$ cat config.mk
export PLATFORM = sky130hd
export DESIGN_NAME = gpu_cmd_decoder
export DESIGN_NICKNAME = d
export VERILOG_FILES = /design/src/rtl/gpu_pkg.sv /design/src/rtl/gpu_cmd_fifo.sv /design/src/rtl/gpu_cmd_decoder.sv
export SDC_FILE = /design/constraint.sdc
export NUM_CORES = 1
export LEC_CHECK = 0
export CAP_MARGIN = 20
export CORE_UTILIZATION = 46
export DETAILED_ROUTE_END_ITERATION = 12
export PLACE_DENSITY_LB_ADDON = 0.15
export SLEW_MARGIN = 20
export SYNTH_ARGS = -nofsm -noshare
export SYNTH_HDL_FRONTEND = slang
export SYNTH_HIERARCHICAL = 1
export SYNTH_SLANG_ARGS = --single-unit
$ cat constraint.sdc
create_clock -name clk -period 3.7 [get_ports clk]
set_input_delay 0.74 -clock clk [delete_from_list [all_inputs] [get_ports clk]]
set_output_delay 0.74 -clock clk [all_outputs]
set_load 0.005 [all_outputs]
$ cat src/rtl/gpu_pkg.sv
// gpu_pkg: shared definitions for the GPU command decoder slice.
//   - default geometry/colour/FIFO widths
//   - command opcode constants
//   - draw kind enum (matches the draw_kind_o encoding)
//   - decoder state enum
package gpu_pkg;

  localparam int DEF_WIDTH_BITS   = 10;
  localparam int DEF_HEIGHT_BITS  = 9;
  localparam int DEF_CHANNEL_BITS = 8;
  localparam int DEF_PARAM_BITS   = 25;
  localparam int DEF_FIFO_DEPTH   = 4;
  localparam int DEF_SCREEN_W     = 640;
  localparam int DEF_SCREEN_H     = 480;

  localparam logic [3:0] OP_CLEAR        = 4'd0;
  localparam logic [3:0] OP_SET_P1       = 4'd1;
  localparam logic [3:0] OP_SET_P2       = 4'd2;
  localparam logic [3:0] OP_SET_RAD      = 4'd3;
  localparam logic [3:0] OP_DRAW_LINE    = 4'd4;
  localparam logic [3:0] OP_DRAW_RECT    = 4'd5;
  localparam logic [3:0] OP_DRAW_CIRCLE  = 4'd6;
  localparam logic [3:0] OP_DRAW_ARC     = 4'd7;
  localparam logic [3:0] OP_SET_ARC_MASK = 4'd8;

  typedef enum logic [1:0] {
    KIND_LINE   = 2'd0,
    KIND_RECT   = 2'd1,
    KIND_CIRCLE = 2'd2,
    KIND_ARC    = 2'd3
  } draw_kind_t;

  typedef enum logic [1:0] {
    ST_IDLE  = 2'd0,
    ST_ISSUE = 2'd1,
    ST_BUSY  = 2'd2
  } dec_state_t;

endpackage

$ cat src/rtl/gpu_cmd_fifo.sv
// gpu_cmd_fifo: small synchronous command FIFO with registered count/pointers.
// Ports:
//   clk, n_rst        clock, asynchronous active-low reset
//   push, push_data   write request (ignored while full)
//   pop, pop_data     read request (ignored while empty); pop_data shows the head
//   full, empty       derived from the registered count
//   count             number of stored entries
// FIFO_DEPTH must be a power of two so the pointers wrap naturally.
module gpu_cmd_fifo #(
  parameter int DATA_BITS  = 29,
  parameter int FIFO_DEPTH = 4
) (
  input  logic                        clk,
  input  logic                        n_rst,
  input  logic                        push,
  input  logic [DATA_BITS-1:0]        push_data,
  input  logic                        pop,
  output logic [DATA_BITS-1:0]        pop_data,
  output logic                        full,
  output logic                        empty,
  output logic [$clog2(FIFO_DEPTH):0] count
);

  localparam int PTR_BITS = $clog2(FIFO_DEPTH);
  localparam int CNT_BITS = PTR_BITS + 1;
  localparam logic [CNT_BITS-1:0] FULL_CNT = CNT_BITS'(FIFO_DEPTH);

  logic [DATA_BITS-1:0] mem [FIFO_DEPTH];
  logic [PTR_BITS-1:0]  wr_ptr;
  logic [PTR_BITS-1:0]  rd_ptr;
  logic                 do_push;
  logic                 do_pop;

  assign full     = (count == FULL_CNT);
  assign empty    = (count == '0);
  assign do_push  = push && !full;
  assign do_pop   = pop && !empty;
  assign pop_data = mem[rd_ptr];

  // Storage needs no reset: an entry is only read after it has been written.
  always_ff @(posedge clk) begin
    if (do_push) begin
      mem[wr_ptr] <= push_data;
    end
  end

  // Pointers and occupancy; a simultaneous push and pop leaves count unchanged.
  always_ff @(posedge clk or negedge n_rst) begin
    if (!n_rst) begin
      wr_ptr <= '0;
      rd_ptr <= '0;
      count  <= '0;
    end else begin
      if (do_push) wr_ptr <= wr_ptr + 1'b1;
      if (do_pop)  rd_ptr <= rd_ptr + 1'b1;
      if (do_push && !do_pop)      count <= count + 1'b1;
      else if (do_pop && !do_push) count <= count - 1'b1;
    end
  end

endmodule

$ cat src/rtl/gpu_cmd_decoder.sv
// gpu_cmd_decoder: host command decoder in front of the raster engines.
// Commands {opcode, parameters} are queued in gpu_cmd_fifo and popped one per
// cycle while idle. Register commands update the shape/colour file; draw
// commands latch the colour and raise a draw request held until acknowledged,
// after which no further command is popped until the engine reports finished.
// Ports:
//   clk, n_rst                     clock, asynchronous active-low reset
//   cmd_valid_i/cmd_ready_o        host push handshake
//   opcode_i, parameters_i         command word
//   x1_o,y1_o,x2_o,y2_o,rad_o      shape registers
//   r_o,g_o,b_o, arc_mask_o        colour and arc octant mask
//   draw_valid_o/draw_kind_o/draw_ack_i, finished_i   raster handshake
//   busy_o, err_o                  activity flag, illegal/clamp pulse
// Build option: define GPU_CLIP_EN to saturate coordinates/radius to the
// screen (SCREEN_W/SCREEN_H) and pulse err_o whenever a clamp occurs.
module gpu_cmd_decoder
  import gpu_pkg::*;
#(
  parameter int WIDTH_BITS   = DEF_WIDTH_BITS,
  parameter int HEIGHT_BITS  = DEF_HEIGHT_BITS,
  parameter int CHANNEL_BITS = DEF_CHANNEL_BITS,
  parameter int PARAM_BITS   = DEF_PARAM_BITS,
  parameter int FIFO_DEPTH   = DEF_FIFO_DEPTH,
  parameter int SCREEN_W     = DEF_SCREEN_W,
  parameter int SCREEN_H     = DEF_SCREEN_H
) (
  input  logic                    clk,
  input  logic                    n_rst,
  input  logic                    cmd_valid_i,
  output logic                    cmd_ready_o,
  input  logic [3:0]              opcode_i,
  input  logic [PARAM_BITS-1:0]   parameters_i,
  output logic [WIDTH_BITS-1:0]   x1_o,
  output logic [HEIGHT_BITS-1:0]  y1_o,
  output logic [WIDTH_BITS-1:0]   x2_o,
  output logic [HEIGHT_BITS-1:0]  y2_o,
  output logic [WIDTH_BITS-1:0]   rad_o,
  output logic [CHANNEL_BITS-1:0] r_o,
  output logic [CHANNEL_BITS-1:0] g_o,
  output logic [CHANNEL_BITS-1:0] b_o,
  output logic [7:0]              arc_mask_o,
  output logic                    draw_valid_o,
  output logic [1:0]              draw_kind_o,
  input  logic                    draw_ack_i,
  input  logic                    finished_i,
  output logic                    busy_o,
  output logic                    err_o
);

  localparam int DATA_BITS = 4 + PARAM_BITS;

  logic [DATA_BITS-1:0]        fifo_dout;
  logic                        fifo_full;
  logic                        fifo_empty;
  logic                        fifo_pop;
  logic [$clog2(FIFO_DEPTH):0] fifo_count;

  logic [3:0]              op;
  logic [PARAM_BITS-1:0]   params;
  logic                    params_unused;
  logic [WIDTH_BITS-1:0]   x_field;
  logic [HEIGHT_BITS-1:0]  y_field;
  logic [WIDTH_BITS-1:0]   x_sat;
  logic [HEIGHT_BITS-1:0]  y_sat;
  logic                    x_over;
  logic                    y_over;
  logic                    x_clip;
  logic                    y_clip;

  dec_state_t              state_q, state_d;
  draw_kind_t              kind_q, kind_d;
  logic [WIDTH_BITS-1:0]   x1_d, x2_d, rad_d;
  logic [HEIGHT_BITS-1:0]  y1_d, y2_d;
  logic [CHANNEL_BITS-1:0] r_d, g_d, b_d;
  logic [7:0]              mask_d;
  logic                    err_d;

  assign cmd_ready_o = !fifo_full;

  gpu_cmd_fifo #(
    .DATA_BITS (DATA_BITS),
    .FIFO_DEPTH(FIFO_DEPTH)
  ) u_fifo (
    .clk      (clk),
    .n_rst    (n_rst),
    .push     (cmd_valid_i),
    .push_data({opcode_i, parameters_i}),
    .pop      (fifo_pop),
    .pop_data (fifo_dout),
    .full     (fifo_full),
    .empty    (fifo_empty),
    .count    (fifo_count)
  );

  assign op       = fifo_dout[DATA_BITS-1 -: 4];
  assign params   = fifo_dout[PARAM_BITS-1:0];
  assign x_field  = params[WIDTH_BITS-1:0];
  assign y_field  = params[WIDTH_BITS+HEIGHT_BITS-1:WIDTH_BITS];
  assign x_over   = (32'(x_field) > SCREEN_W - 1);
  assign y_over   = (32'(y_field) > SCREEN_H - 1);
  // Payload bits beyond the widest field are legitimately ignored.
  assign params_unused = ^params;

`ifdef GPU_CLIP_EN
  assign x_sat  = x_over ? WIDTH_BITS'(SCREEN_W - 1) : x_field;
  assign y_sat  = y_over ? HEIGHT_BITS'(SCREEN_H - 1) : y_field;
  assign x_clip = x_over;
  assign y_clip = y_over;
`else
  logic clip_unused;
  assign clip_unused = x_over ^ y_over;
  assign x_sat  = x_field;
  assign y_sat  = y_field;
  assign x_clip = 1'b0;
  assign y_clip = 1'b0;
`endif

  assign busy_o       = (state_q != ST_IDLE) || (fifo_count != '0);
  assign draw_valid_o = (state_q == ST_ISSUE);
  assign draw_kind_o  = kind_q;

  // Next-state and register-file decode; commands are only popped while idle.
  always_comb begin
    state_d  = state_q;
    kind_d   = kind_q;
    x1_d     = x1_o;
    y1_d     = y1_o;
    x2_d     = x2_o;
    y2_d     = y2_o;
    rad_d    = rad_o;
    r_d      = r_o;
    g_d      = g_o;
    b_d      = b_o;
    mask_d   = arc_mask_o;
    err_d    = 1'b0;
    fifo_pop = 1'b0;
    case (state_q)
      ST_IDLE: begin
        if (!fifo_empty) begin
          fifo_pop = 1'b1;
          case (op)
            OP_CLEAR: begin
              x1_d   = '0;
              y1_d   = '0;
              x2_d   = '0;
              y2_d   = '0;
              rad_d  = '0;
              r_d    = '0;
              g_d    = '0;
              b_d    = '0;
              mask_d = 8'hFF;
            end
            OP_SET_P1: begin
              x1_d  = x_sat;
              y1_d  = y_sat;
              err_d = x_clip || y_clip;
            end
            OP_SET_P2: begin
              x2_d  = x_sat;
              y2_d  = y_sat;
              err_d = x_clip || y_clip;
            end
            OP_SET_RAD: begin
              rad_d = x_sat;
              err_d = x_clip;
            end
            OP_DRAW_LINE, OP_DRAW_RECT, OP_DRAW_CIRCLE, OP_DRAW_ARC: begin
              b_d     = params[CHANNEL_BITS-1:0];
              g_d     = params[2*CHANNEL_BITS-1:CHANNEL_BITS];
              r_d     = params[3*CHANNEL_BITS-1:2*CHANNEL_BITS];
              // Draw opcodes 4..7 map onto kinds 0..3 through their low bits.
              kind_d  = draw_kind_t'(op[1:0]);
              state_d = ST_ISSUE;
            end
            OP_SET_ARC_MASK: mask_d = params[7:0];
            default:         err_d  = 1'b1;
          endcase
        end
      end
      ST_ISSUE: begin
        // An engine that completes in the accept cycle skips BUSY entirely.
        if (draw_ack_i) begin
          state_d = finished_i ? ST_IDLE : ST_BUSY;
        end
      end
      ST_BUSY: begin
        if (finished_i) state_d = ST_IDLE;
      end
      default: state_d = ST_IDLE;
    endcase
  end

  // State and register file; reset aborts any draw in progress.
  always_ff @(posedge clk or negedge n_rst) begin
    if (!n_rst) begin
      state_q    <= ST_IDLE;
      kind_q     <= KIND_LINE;
      x1_o       <= '0;
      y1_o       <= '0;
      x2_o       <= '0;
      y2_o       <= '0;
      rad_o      <= '0;
      r_o        <= '0;
      g_o        <= '0;
      b_o        <= '0;
      arc_mask_o <= 8'hFF;
      err_o      <= 1'b0;
    end else begin
      state_q    <= state_d;
      kind_q     <= kind_d;
      x1_o       <= x1_d;
      y1_o       <= y1_d;
      x2_o       <= x2_d;
      y2_o       <= y2_d;
      rad_o      <= rad_d;
      r_o        <= r_d;
      g_o        <= g_d;
      b_o        <= b_d;
      arc_mask_o <= mask_d;
      err_o      <= err_d;
    end
  end

endmodule
# Word-level counts from Yosys, hierarchy flattened
# Memories as Yosys holds them, arrays and structs flattened.
# Cells that the tools add are included.
[op_classes]
n_reduce_logical = 29
add_sub_neg = 4
n_mux = 24
n_shift = 0
n_mul = 0
magnitude_cmp = 0
n_bitwise = 1
eq_ne = 15
div_mod_pow = 0
[op_table]
columns = ["operator", "count"]
rows = [
  ["case mux 8 bit (2 select lines)", 4],
  ["case mux 10 bit (2 select lines)", 3],
  ["case mux 9 bit (2 select lines)", 2],
  ["AND reduction 3 bit", 6],
  ["== test 4 x 3 -> 1 bit, second input constant", 4],
  ["nonzero test 2 bit", 7],
  ["2-to-1 mux 2 bit", 5],
  ["OR reduction 9 bit", 1],
  ["== test 4 x 2 -> 1 bit, second input constant", 2],
  ["2-to-1 mux 1 bit", 7],
  ["2-to-1 mux 3 bit", 2],
  ["case mux 2 bit (3 select lines)", 1],
  ["adder 2 x 1 -> 2 bit, second input constant", 2],
  ["== test 4 x 1 -> 1 bit, second input constant", 1],
  ["== test 4 bit, second input constant", 1],
  ["logical AND 1 bit", 4],
  ["zero test 1 bit", 4],
  ["zero test 4 bit", 1],
  ["inequality test 2 x 1 -> 1 bit, second input constant", 2],
  ["inequality test 2 bit, second input constant", 2],
  ["AND reduction 4 bit", 1],
  ["OR reduction 4 bit", 1],
  ["adder 3 x 1 -> 3 bit, second input constant", 1],
  ["== test 3 bit, second input constant", 1],
  ["8 further kinds", 8],
]
[totals]
rom_bits = 0
output_inout_bits = 86
ramBits = 116
register_bits = 92
memories = 1
in_bits = 34
word_cells = 89
latchBits = 0
[memory_table]
columns = ["name", "depth", "word_bits", "rd", "rd_ports_with_merged_regs", "write_ports", "line_no", "source"]
rows = [
  ["u_fifo.mem", 4, 29, 1, 0, 1, "gpu_cmd_fifo.sv:28", "logic [DATA_BITS-1:0] mem [FIFO_DEPTH];"],
]

# Logic depth before layout (Yosys ltp)
# Gate-level depths: netlist of run 1.
[depth]
ltp_word = 7
mapped_depth = 13
mapped_depth_nobuf = 11

# Cells and area by module
# Netlist of run 1, hierarchy kept.
[modules_own_cells]
columns = ["module", "area_each_um2", "cells_each", "seq_area_each_um2", "n_inst"]
rows = [
  ["gpu_cmd_fifo", 4608.2, 187, 3658.5, 1],
  ["gpu_cmd_decoder", 3827.4, 343, 2137.0, 1],
]

# Worst setup path after synthesis of run 1
# Ideal clock, no wire load.
[synth_timing]
path_kind = "flip-flop to flip-flop"
startpoint = "reg u_fifo.count[0]"
endpoint = "reg u_fifo.count[2]"
n_path_buf = 2
t_arrival_ns = 2.614
setup_time_ns = 0.079
required_time_ns = 3.621
path_slack_ns = 1.007
path_stages_with_launch = 14
period_less_slack_ns = 2.693
cell_sequence = "dfrtp_1 or3_1 inv_1 or3_4 buf_2 clkbuf_1 inv_1 nand2_1 ha_1 inv_1 fa_1 xor2_1 nor2_1 xor2_1"
[synth_between]
elab_chain_len = 7
elab_cells_between_ends = 17
classes_between = "add/sub (2); eq/ne (1); mux (4); reduce/logical (10)"
[synth_rtl]
columns = ["element", "line_no", "source"]
rows = [
  ["start: declaration", "gpu_cmd_fifo.sv:21", "output logic [$clog2(FIFO_DEPTH):0] count"],
  ["start signal: assignment", "gpu_cmd_fifo.sv:56", "if (do_push && !do_pop) count <= count + 1'b1;"],
  ["start signal: assignment", "gpu_cmd_fifo.sv:57", "else if (do_pop && !do_push) count <= count - 1'b1;"],
  ["zero test 3 bit *", "gpu_cmd_fifo.sv:35", "assign empty = (count == '0);"],
  ["net fifo_empty", "gpu_cmd_decoder.sv:54", "logic fifo_empty;"],
  ["2-to-1 mux 1 bit *", "gpu_cmd_decoder.sv:139", "if (!fifo_empty) begin"],
  ["2-to-1 mux 1 bit *", "gpu_cmd_decoder.sv:137", "case (state_q)"],
  ["net fifo_pop", "gpu_cmd_decoder.sv:55", "logic fifo_pop;"],
  ["logical AND 1 bit *", "gpu_cmd_fifo.sv:37", "assign do_pop = pop && !empty;"],
  ["zero test 1 bit", "gpu_cmd_fifo.sv:56", ""],
  ["logical AND 1 bit", "gpu_cmd_fifo.sv:56", ""],
  ["2-to-1 mux 3 bit or nonzero test 2 bit (tied branches)", "n/a", ""],
]
# The timed path passes the listed nets; every way through them passes the cells marked *. The select of a mux whose other input is x is not followed.
# A chain may end at the register's enable or synchronous reset.

# Worst setup path in the final report of run 1
[layout_timing]
startpoint = "reg u_fifo.rd_ptr[0]"
endpoint = "reg x1_o[8]"
[layout_between]
elab_chain_len = 4
elab_cells_between_ends = 6
classes_between = "eq/ne (1); mux (1); reduce/logical (3); memory (1)"
[layout_rtl]
columns = ["element", "line_no", "source"]
rows = [
  ["start: declaration", "gpu_cmd_fifo.sv:30", "logic [PTR_BITS-1:0] rd_ptr;"],
  ["start signal: assignment", "gpu_cmd_fifo.sv:55", "if (do_pop) rd_ptr <= rd_ptr + 1'b1;"],
  ["memory (4 x 29 bit) *", "n/a", ""],
  ["net fifo_dout[28]", "gpu_cmd_decoder.sv:52", "logic [DATA_BITS-1:0] fifo_dout;"],
  ["== test 4 x 1 -> 1 bit or zero test 4 bit (tied branches)", "gpu_cmd_decoder.sv:141", "case (op)"],
  ["nonzero test 2 bit (no source line)", "n/a", ""],
  ["AND reduction 3 bit (no source line)", "n/a", ""],
  ["end signal: assignment", "gpu_cmd_decoder.sv:198", "x1_o <= '0;"],
  ["end signal: assignment", "gpu_cmd_decoder.sv:211", "x1_o <= x1_d;"],
  ["end: declaration", "gpu_cmd_decoder.sv:33", "output logic [WIDTH_BITS-1:0] x1_o,"],
]
# The timed path passes the listed nets; every way through them passes the cells marked *.

==> results of run 1 <==
==> worst max path at each step <==
stage	start	end	slack, ns	depth (start not counted)
finish	u_fifo/rd_ptr[0]	x1_o[8]	0.66	4
detailed placement	u_fifo/rd_ptr[0]	y2_o[3]	0.58	4
CTS	u_fifo/rd_ptr[0]	y2_o[3]	0.56	4
global placement	u_fifo/rd_ptr[0]	y2_o[3]	0.60	4
floorplan	u_fifo/count[0]	u_fifo/count[2]	1.01	13
global route	u_fifo/rd_ptr[0]	y1_o[5]	0.45	4
==> stage by stage <==
step	hold WS, ns	cells	setup WS [ns]
2_1_floorplan	0.4444	525	1.007
3_3_place_gp	0.4867	849	0.6012
3_5_place_dp	0.5073	849	0.5847
4_1_cts	0.1837	889	0.5622
5_1_grt	0.2083	889	0.4521
6_report	0.1933	889	0.6600
==> flip-flops by register name, indices dropped and copies added, names as in the netlist <==
name and cells:
x2_o 10, u_fifo/count 3, rad_o 10, x1_o 10, state_q 2, b_o 8, u_fifo/wr_ptr 2, u_fifo/rd_ptr 2
r_o 8, g_o 8, err_o 1, arc_mask_o 8, y1_o 9, draw_kind_o 2, u_fifo/mem 112, y2_o 9
==> layer usage <==
layer / up-vias / routed length [µm] / share of wire, %
met5: - / 0 / 0
met3: 25 / 1027 / 5.8
met1: 2444 / 7782 / 44
met4: 0 / 322 / 1.8
li1: 2158 / - / -
met2: 161 / 8552 / 48
==> layout make-up <==
class / instances / area [µm²]
Clock buffer: 25 / 593.1
Clock inverter: 15 / 198.9
Fill cell: 1341 / 6999
Inverter: 56 / 210.2
Multi-Input combinational cell: 232 / 2208
Sequential cell: 204 / 5677
Tap cell: 225 / 281.5
Timing Repair Buffer: 132 / 1309
==> power groups by stage <==
stage	combinational [µW]	sequential [µW]	clock (µW)
6_report	3630	3580	2360
5_1_grt	3970	3660	2500
4_1_cts	3670	3590	2420
3_5_place_dp	3660	3620	0
3_3_place_gp	3560	3590	0
2_1_floorplan	2230	3500	0
==> placed cells by master (no fill, tap or decap), drive strengths merged, types with 2 or more instances in the layout <==
cell / count
or3: 4
clkbuf: 25
clkdlybuf4s50: 117
edfxtp: 112
a22o: 10
bufinv: 5
mux2: 12
o32ai: 10
and2: 4
mux4: 28
buf: 15
nand2b: 9
clkinv: 9
mux2i: 38
ha: 5
o21ai: 24
nor2b: 3
dfstp: 8
xnor2: 4
o2bb2ai: 24
xor2: 2
dfrtp: 84
nor2: 4
nand2: 40
inv: 57
==> critical path: stages (launching register included) <==
cell and delay, ns:
dfrtp_2 0.64, mux4_2 0.70, or2_2 0.46, or3_1 0.80, mux2i_1 0.25
==> summary.md, run 1 <==
| Metric | Value |
|---|---|
| Mapped Cells | 525 |
| Psw | 3098 µW |
| Clock Sinks | 204 |
| Post CTS Setup Buffer Count | 0 |
| Critical path class | reg2reg |
| Final core utilization | 59.95% |
| I/O pin cnt | 120 |
| Final wirelength | 17690 µm |
| Seq pwr share | 37.4% |
| Mapped Nets | 565 |
| Pins Over Slew Limit | 0 |
| Clock power frac | 24.7% |
| Sw frac | 32.36% |
| Post-DP Area | 0.009684 mm² |
| Warnings, synthesis | 6 |
| Final Hold Fails | 0 |
| Ant diodes | 0 |
| Congestion Overflow GR | 0 |
| # setup viols final | 0 |
| Final worst path period need | 3.040 ns |
| Global Route Usage Sum | 20.06% |
| Max-Cap Viols | 0 |
| Setup crit end kind | flip-flop |
| Actual slew at the worst max-slew pin | 1.084 ns |
| Worst r2r src | u_fifo/rd_ptr[0] |
| Cts repair resizes | 0 |
| Fin crit share | 82.16% |
| Area delta synth->final | 26.34% |
| Internal power | 6474 µW |
| Pleak | 0.004255 µW |
| Layout cells sized above 1 | 15.81% |
| Clk_lat worst skew | 0.50 ns |
| First-pass DRT Iterations | 4 |
| Worst reg2reg path depth | 4 |
| Starting Density | 47.45% |
| Syn_area_per_cell | 15.80 µm² |
| Vias in the first global route | 4965 |
| Num CTS Buffers | 22 |
| Mapped cell area | 0.008293 mm² |
| First-iteration detailed-routing DRC count | 293 |
| Core area | 0.01748 mm² |
| Die Area | 0.01857 mm² |
| Final Cell Area | 0.01048 mm² |
| Critical Path AT | 3.37 ns |
| Combinational power share | 37.9% |
| Initial antenna violation count | 0 |
| Vias | 4788 |
| Hold Crit Class | in2async |
| Worst-path clk slew | 0.06 ns |
| CTS tree | built |
| FF-to-FF setup slack | 0.66 ns |
| M3 GR Usage | 3.244% |
| Setup TNS Final | 0 ns |
| Die H | 136.3 µm |
| Port bufs | 118 |
| Post-route DRC | 0 |
| Dpl hpwl | 11290 µm |
| Cell area power density | 913.6 mW/mm² |
| Cell Rows | 48 |
| RD Place Congestion | 0.7454 |
| H-tree depth | 1 |
| Die X-Extent | 136.3 µm |
| Pin count of the biggest net entering global routing | 62 |
| Antenna Nets Post-Route | 0 |
| Clock Skew | 0.01447 ns |
| First-pass GRT wire length | 27540 µm |
| VDD IR max | 0.5552 mV |
| GR Util met2 | 32.57% |
| Met1 global-route usage | 27.77% |
| RSZ-0062 raised after global routing | false |
| Slew margin rel. | 27.73% |
| CTS Buffer Depth | 3 |
| RR Endpoint | x1_o[8] |
| F_max | 328.9 MHz |
| Final nets | 688 |
| Clock root cell | clkbuf_16 |
| Worst setup SP type | flip-flop |
| Crit-path max FO | 19 |
| Cts-stage hold buffer count | 0 |
| Status | finished, final reports clean |
| Total power | 9572 µW |
| Drt wl/cell | 19.89 µm |
| Most used routing layer | met2 |
| Vias per cell | 5.386 |
| Critical Path RT | 4.03 ns |
Note: power is estimated with default switching activity, not from simulation.
==> inputs of run 2 (changes only) <==
==> constraint.sdc (replaced) <==
create_clock -name clk -period 2.9 [get_ports clk]
set_input_delay 0.58 -clock clk [delete_from_list [all_inputs] [get_ports clk]]
set_output_delay 0.58 -clock clk [all_outputs]
set_load 0.005 [all_outputs]
==> run 2 against run 1 <==
  * Largest power group unchanged
  * Maximum frequency increased by 15%
  * Highest routed layer unchanged
  * Cell count increased by 0.90%
  * Largest cell class unchanged
  * Clock skew fell by 0.0063 ns
  * Critical endpoint is now u_fifo/count[2]
==> summary.md, run 2 (synthesized netlist as in run 1, its figures left out) <==
| Metric | Value |
|---|---|
| FF-to-FF setup slack | 0.26 ns (was 0.66 ns) |
| Pins Over Slew Limit | 0 (unchanged) |
| Cts repair resizes | 0 (unchanged) |
| H-tree depth | 1 (unchanged) |
| RSZ-0062 raised after global routing | false (unchanged) |
| Pin count of the biggest net entering global routing | 58 (was 62) |
| First-pass DRT Iterations | 4 (unchanged) |
| Clk_lat worst skew | 0.49 ns (was 0.50 ns) |
| RR Endpoint | u_fifo/count[2] (was x1_o[8]) |
| Actual slew at the worst max-slew pin | 0.7508 ns (was 1.084 ns) |
| Pleak | 0.004249 µW (was 0.004255 µW) |
| Crit. Startpoint | u_fifo/count[0] (was u_fifo/rd_ptr[0]) |
| Die Area | 0.01857 mm² (unchanged) |
| CP endpoint | u_fifo/count[2] (was x1_o[8]) |
| Hold Crit Class | in2async (unchanged) |
| Clock Skew | 0.008211 ns (was 0.01447 ns) |
| Layout cells sized above 1 | 15.92% (was 15.81%) |
| Post CTS Setup Buffer Count | 0 (unchanged) |
| Core area | 0.01748 mm² (unchanged) |
| Biggest register | u_fifo/mem (unchanged) |
| Cell Chain, Critical Path | or3_1, inv_1, or3_4, inv_1, nand2_1, ha_1, inv_1, fa_1, xor2_1, nor2_1, xor2_1 (was mux4_2, or2_2, or3_1, mux2i_1) |
| Post-route DRC | 0 (unchanged) |
| Storage cell area | 0.005677 mm² (unchanged) |
| Filler cells | 1343 (was 1341) |
| Critical-path top delay cell | dfrtp_1 (was or3_1) |
| CTS tree | built (unchanged) |
| I/O pin cnt | 120 (unchanged) |
| Worst setup SP type | flip-flop (unchanged) |
| Critical path class | reg2reg (unchanged) |
| # setup viols final | 0 (unchanged) |
| Most common cell after layout, fill and taps aside | clkdlybuf4s50_1 (unchanged) |
| Dpl hpwl | 11580 µm (was 11290 µm) |
| Clock root cell | clkbuf_16 (unchanged) |
| RD Place Congestion | 0.7763 (was 0.7454) |
| Die X-Extent | 136.3 µm (unchanged) |
| Final wirelength | 17540 µm (was 17690 µm) |
| Cell area power density | 1145 mW/mm² (was 913.6 mW/mm²) |
| Critical Path AT | 3.05 ns (was 3.37 ns) |
| Crit path depth | 11 (was 4) |
| Setup crit end kind | flip-flop (unchanged) |
| VDD IR max | 0.5419 mV (was 0.5552 mV) |
| Starting Density | 47.45% (unchanged) |
| Final worst path period need | 2.638 ns (was 3.040 ns) |
| Worst r2r src | u_fifo/count[0] (was u_fifo/rd_ptr[0]) |
| Critical Path RT | 3.31 ns (was 4.03 ns) |
| Port bufs | 118 (unchanged) |
| Ant diodes | 0 (unchanged) |
| Drt wl/cell | 19.55 µm (was 19.89 µm) |
| First-iteration detailed-routing DRC count | 327 (was 293) |
| Setup WS pre-CTS | 0.3287 ns (was 0.5847 ns) |
| Die H | 136.3 µm (unchanged) |
| CTS Buffer Depth | 3 (unchanged) |
| Vias per cell | 5.353 (was 5.386) |
| Final worst-path setup slack | 0.2624 ns (was 0.6600 ns) |
| Top cell by count, worst path | inv_1 |
| Initial antenna violation count | 1 (was 0) |
| Fin crit share | 90.95% (was 82.16%) |
| Max-Cap Viols | 0 (unchanged) |
| Vias in the first global route | 4926 (was 4965) |
| Slew margin rel. | 49.89% (was 27.73%) |
| Max incr delay on CP | 0.46 ns (was 0.80 ns) |
| WHS | 0.05454 ns (was 0.1933 ns) |
| Worst reg2reg path depth | 11 (was 4) |
| Commonest non-fill, non-tap cells in the layout | 117 x clkdlybuf4s50_1, 112 x edfxtp_1, 83 x dfrtp_1 (unchanged) |
| Vias | 4802 (was 4788) |
| Cts-stage hold buffer count | 0 (unchanged) |
| F_max | 379.1 MHz (was 328.9 MHz) |
| Area of the multi-input gates | 0.002207 mm² (was 0.002208 mm²) |
| Worst-path clk slew | 0.06 ns (about the same) |
| Clock Sinks | 204 (unchanged) |
| Congestion Overflow GR | 0 (unchanged) |
| Crit-path max FO | 16 (was 19) |
| Final Hold Fails | 0 (unchanged) |
| Global Route Usage Sum | 20.06% (about the same) |
| Cell Rows | 48 (unchanged) |
| Setup TNS Final | 0 ns (unchanged) |
| Area delta synth->final | 26.00% (was 26.34%) |
| Worst path top cell family by delay | simple AND/OR/NAND/NOR gates (unchanged) |
| Status | finished, final reports clean (unchanged) |
| First-pass GRT wire length | 27750 µm (was 27540 µm) |
| Max FFs per register | 112 (unchanged) |
| Antenna Nets Post-Route | 0 (unchanged) |
| Buf+Inv Stages, Crit Path | 3 (was 0) |
| Num CTS Buffers | 21 (was 22) |
| Final nets | 698 (was 688) |
==> run 2: report_power, final <==
| group | internal (µW) | switching, µW |
|---|---|---|
| sequential | 4030 | 493 |
| combinational | 2380 | 2360 |
| clock | 1670 | 1030 |
| total | 8080 | 3890 |
==> run 2: worst min path at each step <==
stage	from	to	slack, ns	depth (start not counted)
global placement	u_fifo/count[2]	u_fifo/count[2]	0.49	1
global route	n_rst	x2_o[7]	0.07	1
floorplan	n_rst	b_o[0]	0.28	0
CTS	n_rst	x2_o[7]	0.06	1
finish	n_rst	x2_o[7]	0.05	1
detailed placement	x1_o[2]	x1_o[2]	0.51	2
==> run 2: layout make-up <==
type                    count  share of cell area, %
inverters                  56                  2.012
repair buffers            143                  13.20
clock buffers              30                  5.640
clock inverters             7                  1.006
multi-input cells         232                  21.12
flip-flops and latches    204                  54.33
well taps                 225                  2.694
==> run 2: layer usage <==
metal	track usage, %	vias up	wire length [µm]
met1	28.05	2439	7729
met4	4.877	0	286
met2	32.83	147	8553
met3	3.318	24	969
met5	0	-	0
li1	-	2192	-
==> run 2: per-stage QoR <==
step | instance area [µm²] | cells | power [µW] | utilization [%]
6_report | 10450 | 897 | 11970 | 59.79
5_1_grt | 10450 | 897 | 12710 | 59.79
2_1_floorplan | 8293 | 525 | 7300 | -
3_5_place_dp | 9754 | 860 | 9364 | 55.81
3_3_place_gp | 9754 | 860 | 9218 | 55.81
4_1_cts | 10450 | 897 | 12110 | 59.79
